**src/rtl/reboot_scheduler_if.sv**
```systemverilog
// Request/response bundle between the reboot sources and the multiboot scheduler.
// The scheduler drives the *_o members; the request side drives the *_i members.
interface reboot_scheduler_if;
  logic [2:0]  req_i;
  logic [4:0]  core_id1_i;
  logic [4:0]  core_id2_i;
  logic [2:0]  ack_o;
  logic [2:0]  nack_o;
  logic        busy_o;
  logic [23:0] spi_addr_o;
  logic        mbt_reboot_o;

  modport master (
    output req_i, core_id1_i, core_id2_i,
    input  ack_o, nack_o, busy_o, spi_addr_o, mbt_reboot_o
  );

  modport slave (
    input  req_i, core_id1_i, core_id2_i,
    output ack_o, nack_o, busy_o, spi_addr_o, mbt_reboot_o
  );
endinterface

```
**src/rtl/reboot_scheduler.sv**
```systemverilog
// Arbitrates reboot requests, validates the core ID into a flash address, and emits
// one reboot pulse after a settle window, followed by a lockout period.
module reboot_scheduler #(
  parameter int          SETTLE_CYCLES  = 4,
  parameter int          LOCKOUT_CYCLES = 64,
  parameter int          MAX_CORE       = 20,
  parameter logic [11:0] DEFAULT_PAGE   = 12'h0B0
) (
  input  logic              clk_icap,
  input  logic              reset_i,
  reboot_scheduler_if.slave bus
);
  localparam int NUM_REQ = 3;
  localparam int CNT_MAX = (SETTLE_CYCLES > LOCKOUT_CYCLES) ? SETTLE_CYCLES : LOCKOUT_CYCLES;
  localparam int CW      = $clog2(CNT_MAX) + 1;

  localparam logic [2:0] S_IDLE    = 3'd0;
  localparam logic [2:0] S_LOAD    = 3'd1;
  localparam logic [2:0] S_SETTLE  = 3'd2;
  localparam logic [2:0] S_FIRE    = 3'd3;
  localparam logic [2:0] S_LOCKOUT = 3'd4;

  logic [2:0]         state_q, state_d;
  logic [NUM_REQ-1:0] req_q, pend_q, pend_d, rise, grant_clr;
  logic               arm_q;
  logic [1:0]         sel_q, sel_d;
  logic [CW-1:0]      cnt_q, cnt_d;
  logic [NUM_REQ-1:0] ack_q, ack_d, nack_q, nack_d;
  logic               mbt_q, mbt_d;
  logic [23:0]        addr_q, addr_d;
  logic [4:0]         id;
  logic               id_ok;
  logic [11:0]        page;

  // arm_q masks the first clock after reset so a level already high is not an edge
  for (genvar n = 0; n < NUM_REQ; n++) begin : g_edge
    assign rise[n]   = arm_q & bus.req_i[n] & ~req_q[n];
    assign pend_d[n] = rise[n] | (pend_q[n] & ~grant_clr[n]);
  end

  assign id    = (sel_q == 2'd2) ? bus.core_id2_i : bus.core_id1_i;
  assign id_ok = (sel_q == 2'd0) || (id != 5'd0 && id <= 5'(MAX_CORE));
  assign page  = (sel_q == 2'd0) ? DEFAULT_PAGE : 12'(12'h0C4 * {7'd0, id} - 12'h014);

  always_comb begin
    state_d   = state_q;
    sel_d     = sel_q;
    cnt_d     = cnt_q;
    addr_d    = addr_q;
    ack_d     = '0;
    nack_d    = '0;
    mbt_d     = 1'b0;
    grant_clr = '0;
    case (state_q)
      S_IDLE: begin
        if (pend_q != '0) begin
          sel_d     = pend_q[0] ? 2'd0 : (pend_q[1] ? 2'd1 : 2'd2);
          grant_clr = 3'b001 << sel_d;
          state_d   = S_LOAD;
        end
      end
      S_LOAD: begin
        if (id_ok) begin
          addr_d  = {page, 12'h000};
          ack_d   = 3'b001 << sel_q;
          cnt_d   = CW'(SETTLE_CYCLES - 1);
          state_d = S_SETTLE;
        end else begin
          nack_d  = 3'b001 << sel_q;
          state_d = S_IDLE;
        end
      end
      S_SETTLE: begin
        if (cnt_q == '0) begin
          mbt_d   = 1'b1;
          state_d = S_FIRE;
        end else begin
          cnt_d = cnt_q - CW'(1);
        end
      end
      S_FIRE: begin
        cnt_d   = CW'(LOCKOUT_CYCLES - 1);
        state_d = S_LOCKOUT;
      end
      S_LOCKOUT: begin
        if (cnt_q == '0) state_d = S_IDLE;
        else             cnt_d   = cnt_q - CW'(1);
      end
      default: state_d = S_IDLE;
    endcase
  end

  always_ff @(posedge clk_icap or posedge reset_i) begin
    if (reset_i) begin
      state_q <= S_IDLE;
      req_q   <= '0;
      pend_q  <= '0;
      arm_q   <= 1'b0;
      sel_q   <= 2'd0;
      cnt_q   <= '0;
      ack_q   <= '0;
      nack_q  <= '0;
      mbt_q   <= 1'b0;
      addr_q  <= {DEFAULT_PAGE, 12'h000};
    end else begin
      state_q <= state_d;
      req_q   <= bus.req_i;
      pend_q  <= pend_d;
      arm_q   <= 1'b1;
      sel_q   <= sel_d;
      cnt_q   <= cnt_d;
      ack_q   <= ack_d;
      nack_q  <= nack_d;
      mbt_q   <= mbt_d;
      addr_q  <= addr_d;
    end
  end

  assign bus.ack_o        = ack_q;
  assign bus.nack_o       = nack_q;
  assign bus.mbt_reboot_o = mbt_q;
  assign bus.spi_addr_o   = addr_q;
  assign bus.busy_o       = (state_q != S_IDLE);
endmodule
```
**src/flat_wrapper.sv**
```systemverilog
// flat-port wrapper written by rule: the top's interface ports become plain ports
module reboot_scheduler_flat 
#(
  parameter int          SETTLE_CYCLES  = 4,
  parameter int          LOCKOUT_CYCLES = 64,
  parameter int          MAX_CORE       = 20,
  parameter logic [11:0] DEFAULT_PAGE   = 12'h0B0
)
  (clk_icap, reset_i, bus_req_i, bus_core_id1_i, bus_core_id2_i, bus_ack_o, bus_nack_o, bus_busy_o, bus_spi_addr_o, bus_mbt_reboot_o);
  reboot_scheduler_if bus_i ();
  input  logic clk_icap;
  input  logic reset_i;
  input wire logic [$bits(bus_i.req_i)-1:0] bus_req_i;
  input wire logic [$bits(bus_i.core_id1_i)-1:0] bus_core_id1_i;
  input wire logic [$bits(bus_i.core_id2_i)-1:0] bus_core_id2_i;
  output wire logic [$bits(bus_i.ack_o)-1:0] bus_ack_o;
  output wire logic [$bits(bus_i.nack_o)-1:0] bus_nack_o;
  output wire logic [$bits(bus_i.busy_o)-1:0] bus_busy_o;
  output wire logic [$bits(bus_i.spi_addr_o)-1:0] bus_spi_addr_o;
  output wire logic [$bits(bus_i.mbt_reboot_o)-1:0] bus_mbt_reboot_o;
  assign bus_i.req_i = bus_req_i;
  assign bus_i.core_id1_i = bus_core_id1_i;
  assign bus_i.core_id2_i = bus_core_id2_i;
  assign bus_ack_o = bus_i.ack_o;
  assign bus_nack_o = bus_i.nack_o;
  assign bus_busy_o = bus_i.busy_o;
  assign bus_spi_addr_o = bus_i.spi_addr_o;
  assign bus_mbt_reboot_o = bus_i.mbt_reboot_o;
  reboot_scheduler #(.SETTLE_CYCLES(SETTLE_CYCLES), .LOCKOUT_CYCLES(LOCKOUT_CYCLES), .MAX_CORE(MAX_CORE), .DEFAULT_PAGE(DEFAULT_PAGE)) u_core (.clk_icap(clk_icap), .reset_i(reset_i), .bus(bus_i));
endmodule
```
**config.mk**
```make
export PLATFORM = sky130hd
export DESIGN_NAME = reboot_scheduler_flat
export DESIGN_NICKNAME = d
export VERILOG_FILES = /design/src/rtl/reboot_scheduler_if.sv /design/src/rtl/reboot_scheduler.sv /design/src/flat_wrapper.sv
export SDC_FILE = /design/constraint.sdc
export NUM_CORES = 1
export LEC_CHECK = 0
export BUFFER_PORTS_ARGS = -buffer_cell sky130_fd_sc_hd__buf_4
export CORE_MARGIN = 4
export CORE_UTILIZATION = 45
export CTS_CLUSTER_SIZE = 14
export DETAILED_ROUTE_END_ITERATION = 10
export GPL_ROUTABILITY_DRIVEN = 0
export GPL_TIMING_DRIVEN = 0
export PLACE_DENSITY = 0.75
export SLEW_MARGIN = 40
export SYNTH_ARGS = -nofsm -noshare
export SYNTH_HDL_FRONTEND = slang
export SYNTH_SLANG_ARGS = --single-unit
```
**constraint.sdc**
```tcl
create_clock -name clk_icap -period 4.68 [get_ports clk_icap]
set_input_delay 0.234 -clock clk_icap [delete_from_list [all_inputs] [get_ports clk_icap]]
set_output_delay 0.234 -clock clk_icap [all_outputs]
set_load 0.02 [all_outputs]
```
# Word level (Yosys, flattened, before mapping)
# Cells that the tools add are included.
dict set report word_totals {
  regBits 38
  elab_cells 78
  input_bits 15
}
dict set report op_classes {
  eq_ne 10
  add_sub_neg 2
  multipliers 1
  bitwise_logic 18
  magnitude_cmp 1
  shifts 2
  reduce_logical 14
  mux 20
}
# operator n
set ops {}
lappend ops {{$mux 3} 9}
lappend ops {{$pmux 7 s3} 1}
lappend ops {{$pmux 3 s5} 1}
lappend ops {{$mux 7} 2}
lappend ops {{$mux 12} 1}
lappend ops {{$sub 12x5->12 const B} 1}
lappend ops {{$mul 6x5->10 const A} 1}
lappend ops {{$and 1x1->1} 9}
lappend ops {{$reduce_bool 3->1} 3}
lappend ops {{$ne 2x1->1 const B} 4}
lappend ops {{$logic_not 7->1} 1}
lappend ops {{$sub 7x1->7 const B} 1}
lappend ops {{$eq 3x2->1 const B} 2}
lappend ops {{$mux 2} 3}
lappend ops {{$not 1->1} 6}
lappend ops {{$reduce_and 3->1} 2}
lappend ops {{$shl 1x2->3 const A} 2}
lappend ops {{$le 5x5->1 const B} 1}
lappend ops {{$mux 5} 1}
lappend ops {{$reduce_bool 5->1} 1}
lappend ops {{$reduce_and 2->1} 2}
lappend ops {{$eq 3x1->1 const B} 1}
lappend ops {{$eq 3x3->1 const B} 1}
lappend ops {{$logic_not 3->1} 1}
lappend ops {{other kinds (8)} 11}

# Longest topological paths before layout
dict set report depth {
  word_depth 8
  depth_mapped 14
}

# Worst setup path before layout
# Ideal clock, no wire load.
dict set report synth_timing {
  kind {flip-flop to flip-flop}
  from {register u_core.sel_q[0]}
  to {register u_core.addr_q[22], in the netlist u_core.bus.spi_addr_o[22]}
  t_required_ps 4559
  period_less_slack_ps 3265
  path_slack_ps 1415
  arrival_ps 3144
  path_buffers 2
  stages_incl_launch_ff 15
  path_cell_list {dfrtp_1 > buf_6 > nand2b_1 > buf_4 > mux2i_1 > inv_1 > ha_1 > ha_1 > fa_1 > nor3_1 > nand3b_1 > mux2_2 > a2bb2oi_1 > xnor2_1 > a22o_1}
}
dict set report synth_between {
  elab_chain_len 6
}
# element line_no
set synth_lines {}
lappend synth_lines {{start, declared} reboot_scheduler.sv:26} ;# logic [1:0] sel_q, sel_d;
lappend synth_lines {{start signal, assigned} reboot_scheduler.sv:110} ;# sel_q <= sel_d;
lappend synth_lines {{branches (longest 6 deep; another with $sub 12x5->12)} n/a}
lappend synth_lines {{end signal, assigned} reboot_scheduler.sv:104} ;# addr_q <= {DEFAULT_PAGE, 12'h000};
lappend synth_lines {{end signal, assigned} reboot_scheduler.sv:115} ;# addr_q <= addr_d;
lappend synth_lines {{end, declared} reboot_scheduler.sv:30} ;# logic [23:0] addr_q, addr_d;
# Several ways; the timed one is not identified.
# A chain may end at the register's enable or synchronous reset.

# Final worst setup path
dict set report layout_timing {
  from {register u_core.sel_q[1]}
  to {register u_core.addr_q[22], in the netlist u_core.bus.spi_addr_o[22]}
}
# Same word-level chain as after synthesis.

==> impl_metrics.env <==
export IMPL_die_h_um=80.2
export IMPL_grt_max_degree=37
export IMPL_rows=26
export IMPL_tightest_slew_ns=0.747
export IMPL_clk_pin_slew_ns=0.07
export IMPL_die_w_um=80.2
export IMPL_sequentialPowerShare=0.502
export IMPL_timing_setup_tns_ns=0
export IMPL_synth_ff_type="dfrtp_1"
export IMPL_critical_path_depth=14
export IMPL_ir_worst_vdd_mv=0.112
export IMPL_worstSetupPathType="reg2reg"
export IMPL_seqCellArea_um2=905
export IMPL_ys_seq_elements=36
export IMPL_syn_cell_area_um2=2340
export IMPL_fmax_ghz=0.281
export IMPL_fin_crit_ns=3.56
export IMPL_async_reset_ff_frac=1.00
export IMPL_hold_viol=4
export IMPL_setup_viol=0
export IMPL_antenna_found_initial=0
export IMPL_ant_nets=0
export IMPL_timing_rr_start="u_core.sel_q[1]"
export IMPL_tritoncts="yes"
export IMPL_cp_end_kind="flip-flop"
export IMPL_ioPinCount=47
export IMPL_fin_crit_sh=0.760
export IMPL_violations="negative hold slack"
export IMPL_dp_hpwl_um=3520
export IMPL_share_comb_of_total_power=0.175
export IMPL_powerDensity_nw_per_um2=223
export IMPL_synth_edf_count=0
export IMPL_wl_per_cell_um=12.4
export IMPL_initial_core_util=0.462
export IMPL_nNetsFinal=322
export IMPL_grt_overflow_total=0
export IMPL_grtUsageTotal=0.149
export IMPL_ctsResizeCount=0
export IMPL_min_path_type="in2async"
export IMPL_multi_input_area_um2=1300
export IMPL_p_int_w=0.000464
export IMPL_ys_warn_count=0
export IMPL_numPortBuffers=32
export IMPL_cts_sinks=36
export IMPL_grt_pass1_vias=1713
export IMPL_cp_required_ns=4.86
export IMPL_clk_latency_ns=0.29
export IMPL_ctsHtreeMaxLevel=2
export IMPL_switchingPower_w=0.000162
export IMPL_slew_headroom=0.498
export IMPL_critPathCapture="u_core.bus.spi_addr_o[22]"
export IMPL_power_leakage_nw=1.33
export IMPL_fin_skew_ns=0.00416
export IMPL_via_per_inst=4.93
export IMPL_dp_cells=352
export IMPL_timing_rr_end="u_core.bus.spi_addr_o[22]"
export IMPL_max_stage_delay_ns=0.45
export IMPL_avgSynthCellArea_um2=9.94
export IMPL_clk_path_buf_depth=2
export IMPL_post_cts_buffers=0
export IMPL_area_growth_pct=19.6
export IMPL_ff2ff_path_depth=14
export IMPL_stdcell_count=359
export IMPL_arrival_ns=3.74
export IMPL_cts_root_buf="clkbuf_8"
export IMPL_whs_ns=-0.00381
export IMPL_status="finished, violations left"
export IMPL_total_power_w=0.000626
export IMPL_max_cap_violations=0
export IMPL_synthCells=236
export IMPL_final_max_slew_violation_count=0
export IMPL_crit_buf_inv=3
export IMPL_fillers=469
export IMPL_crit_fanout=10
export IMPL_drive_above_1_share=0.284
export IMPL_core_area_um2=5070
export IMPL_vias=1769
export IMPL_drc=0
export IMPL_cts_made_buffers=5
export IMPL_switching_share=0.258
export IMPL_startpoint="u_core.sel_q[1]"
export IMPL_grt_pass1_wl_um=7610
export IMPL_seq_area_frac_synth=0.386
export IMPL_drtIter0Drc=58
export IMPL_worstPathCellList="buf_4, nand2b_1, buf_4, mux2i_1, inv_1, ha_1, ha_1, fa_1, nor3_1, nand3b_1, mux2_2, a2bb2oi_1, xnor2_1, a22o_1"
export IMPL_rsz0062_at_grt="no"
export IMPL_diodes=0
export IMPL_routed_wl_um=4460
export IMPL_crit_slowest_cell="fa_1"
export IMPL_critPathLaunchType="flip-flop"
export IMPL_p_clk_frac=0.323
export IMPL_rrSetupSlack_ns=1.12
export IMPL_firstDrtPassIters=4
export IMPL_crit_family="adder cells"
export IMPL_die_area_um2=6430
export IMPL_holdBufCountCts=0
export IMPL_ys_types=56
## worst reg2reg max path: stages, from the launching register on
cell and delay [ns]:
dfrtp_1 0.37, buf_4 0.17, nand2b_1 0.07, buf_4 0.15, mux2i_1 0.43, inv_1 0.19, ha_1 0.22, ha_1 0.21
fa_1 0.46, nor3_1 0.24, nand3b_1 0.17, mux2_2 0.29, a2bb2oi_1 0.14, xnor2_1 0.14, a22o_1 0.20
## worst min path at each step
stage                     slack, ns                         to         start  cells past startpoint
after floorplan                0.27            u_core.req_q[0]  bus_req_i[0]                      0
after global placement         0.35            u_core.req_q[0]  bus_req_i[0]                      1
after detailed placement       0.35            u_core.req_q[0]  bus_req_i[0]                      1
after CTS                      0.06            u_core.req_q[0]  bus_req_i[0]                      1
after global routing           0.05  u_core.bus.spi_addr_o[20]       reset_i                      2
final                        -0.004  u_core.bus.spi_addr_o[22]       reset_i                      2
## stage by stage
step	utilization	setup slack [ns]	area, um^2
2_1_floorplan	-	1.42	2400
5_1_grt	0.553	0.896	2800
3_3_place_gp	0.537	1.17	2730
3_5_place_dp	0.537	1.11	2730
4_1_cts	0.552	1.11	2800
6_report	0.553	1.12	2800
## layout by cell type, fill, tap and decap left out, types with 5 or more instances in the layout
master,netlist,layout
buf_4,16,48
dfrtp_1,33,33
nor2_1,20,20
nand2_1,20,20
ha_1,17,17
a21oi_1,16,16
conb_1,2,16
o21ai_0,14,14
inv_1,13,12
nor3_1,7,7
xnor2_1,7,7
a22o_1,6,6
clkbuf_8,0,5
## logic make-up (layout without fill, tap and decap cells)
kind of cell | Yosys count | in the layout | share of synthesized area
AO/OA/AOI/OAI | 57 | 57 | 0.187
XOR/XNOR | 11 | 11 | 0.0411
adder cells (fa/ha/maj) | 18 | 18 | 0.0993
buffers and inverters | 32 | 71 | 0.0832
flip-flops | 36 | 36 | 0.386
multiplexers | 7 | 7 | 0.0336
other | 2 | 16 | 0.00320
AND/OR/NAND/NOR | 73 | 73 | 0.167
## state kept, by name (all words and copies together) (netlist names)
name,cells
u_core.bus.spi_addr_o,10
u_core.cnt_q,7
u_core.req_q,3
u_core.pend_q,3
u_core.state_q,3
u_core.bus.nack_o,3
u_core.arm_q,1
u_core.bus.mbt_reboot_o,1
u_core.bus.ack_o,3
u_core.sel_q,2
## final cells by class
type / count / share of cell area
buffer: 19 / 0.0522
clock buffer: 6 / 0.0259
clock inverter: 1 / 0.00178
inverter: 13 / 0.0178
multi-input combinational: 182 / 0.463
sequential: 36 / 0.323
tap: 70 / 0.0312
timing repair buffer: 32 / 0.0857
## cell usage after synthesis (3+ instances only)
| master | number | area share |
|---|---|---|
| o31ai_1 | 3 | 0.0096 |
| nor3_1 | 7 | 0.015 |
| mux2i_1 | 3 | 0.013 |
| o21ai_0 | 14 | 0.030 |
| xnor2_1 | 7 | 0.026 |
| dfrtp_1 | 33 | 0.35 |
| inv_1 | 13 | 0.021 |
| xor2_1 | 4 | 0.015 |
| nor2_1 | 20 | 0.032 |
| mux2_2 | 3 | 0.014 |
| a21oi_1 | 16 | 0.034 |
| ha_1 | 17 | 0.091 |
| nand2_1 | 20 | 0.032 |
| a22o_1 | 6 | 0.022 |
| buf_4 | 16 | 0.051 |
| nand2b_1 | 4 | 0.011 |
| dfstp_2 | 3 | 0.034 |
## layer usage
| metal | vias up | GRT usage | wire [um] |
|---|---|---|---|
| li1 | 906 | - | - |
| met1 | 819 | 0.173 | 1910 |
| met4 | 0 | 0.0591 | 80 |
| met2 | 36 | 0.265 | 2280 |
| met3 | 8 | 0.0314 | 185 |
| met5 | - | 0 | 0 |
## power groups by stage
stage	clock (W)	combinational (W)	sequential [W]
global route	0.000222	0.000122	0.000314
detailed placement	0	0.000110	0.000320
floorplan	0	0.0000847	0.000320
CTS	0.000207	0.000111	0.000314
finish	0.000202	0.000109	0.000314
global placement	0	0.000107	0.000320
No activity file was read; power rests on OpenSTA's default activity.
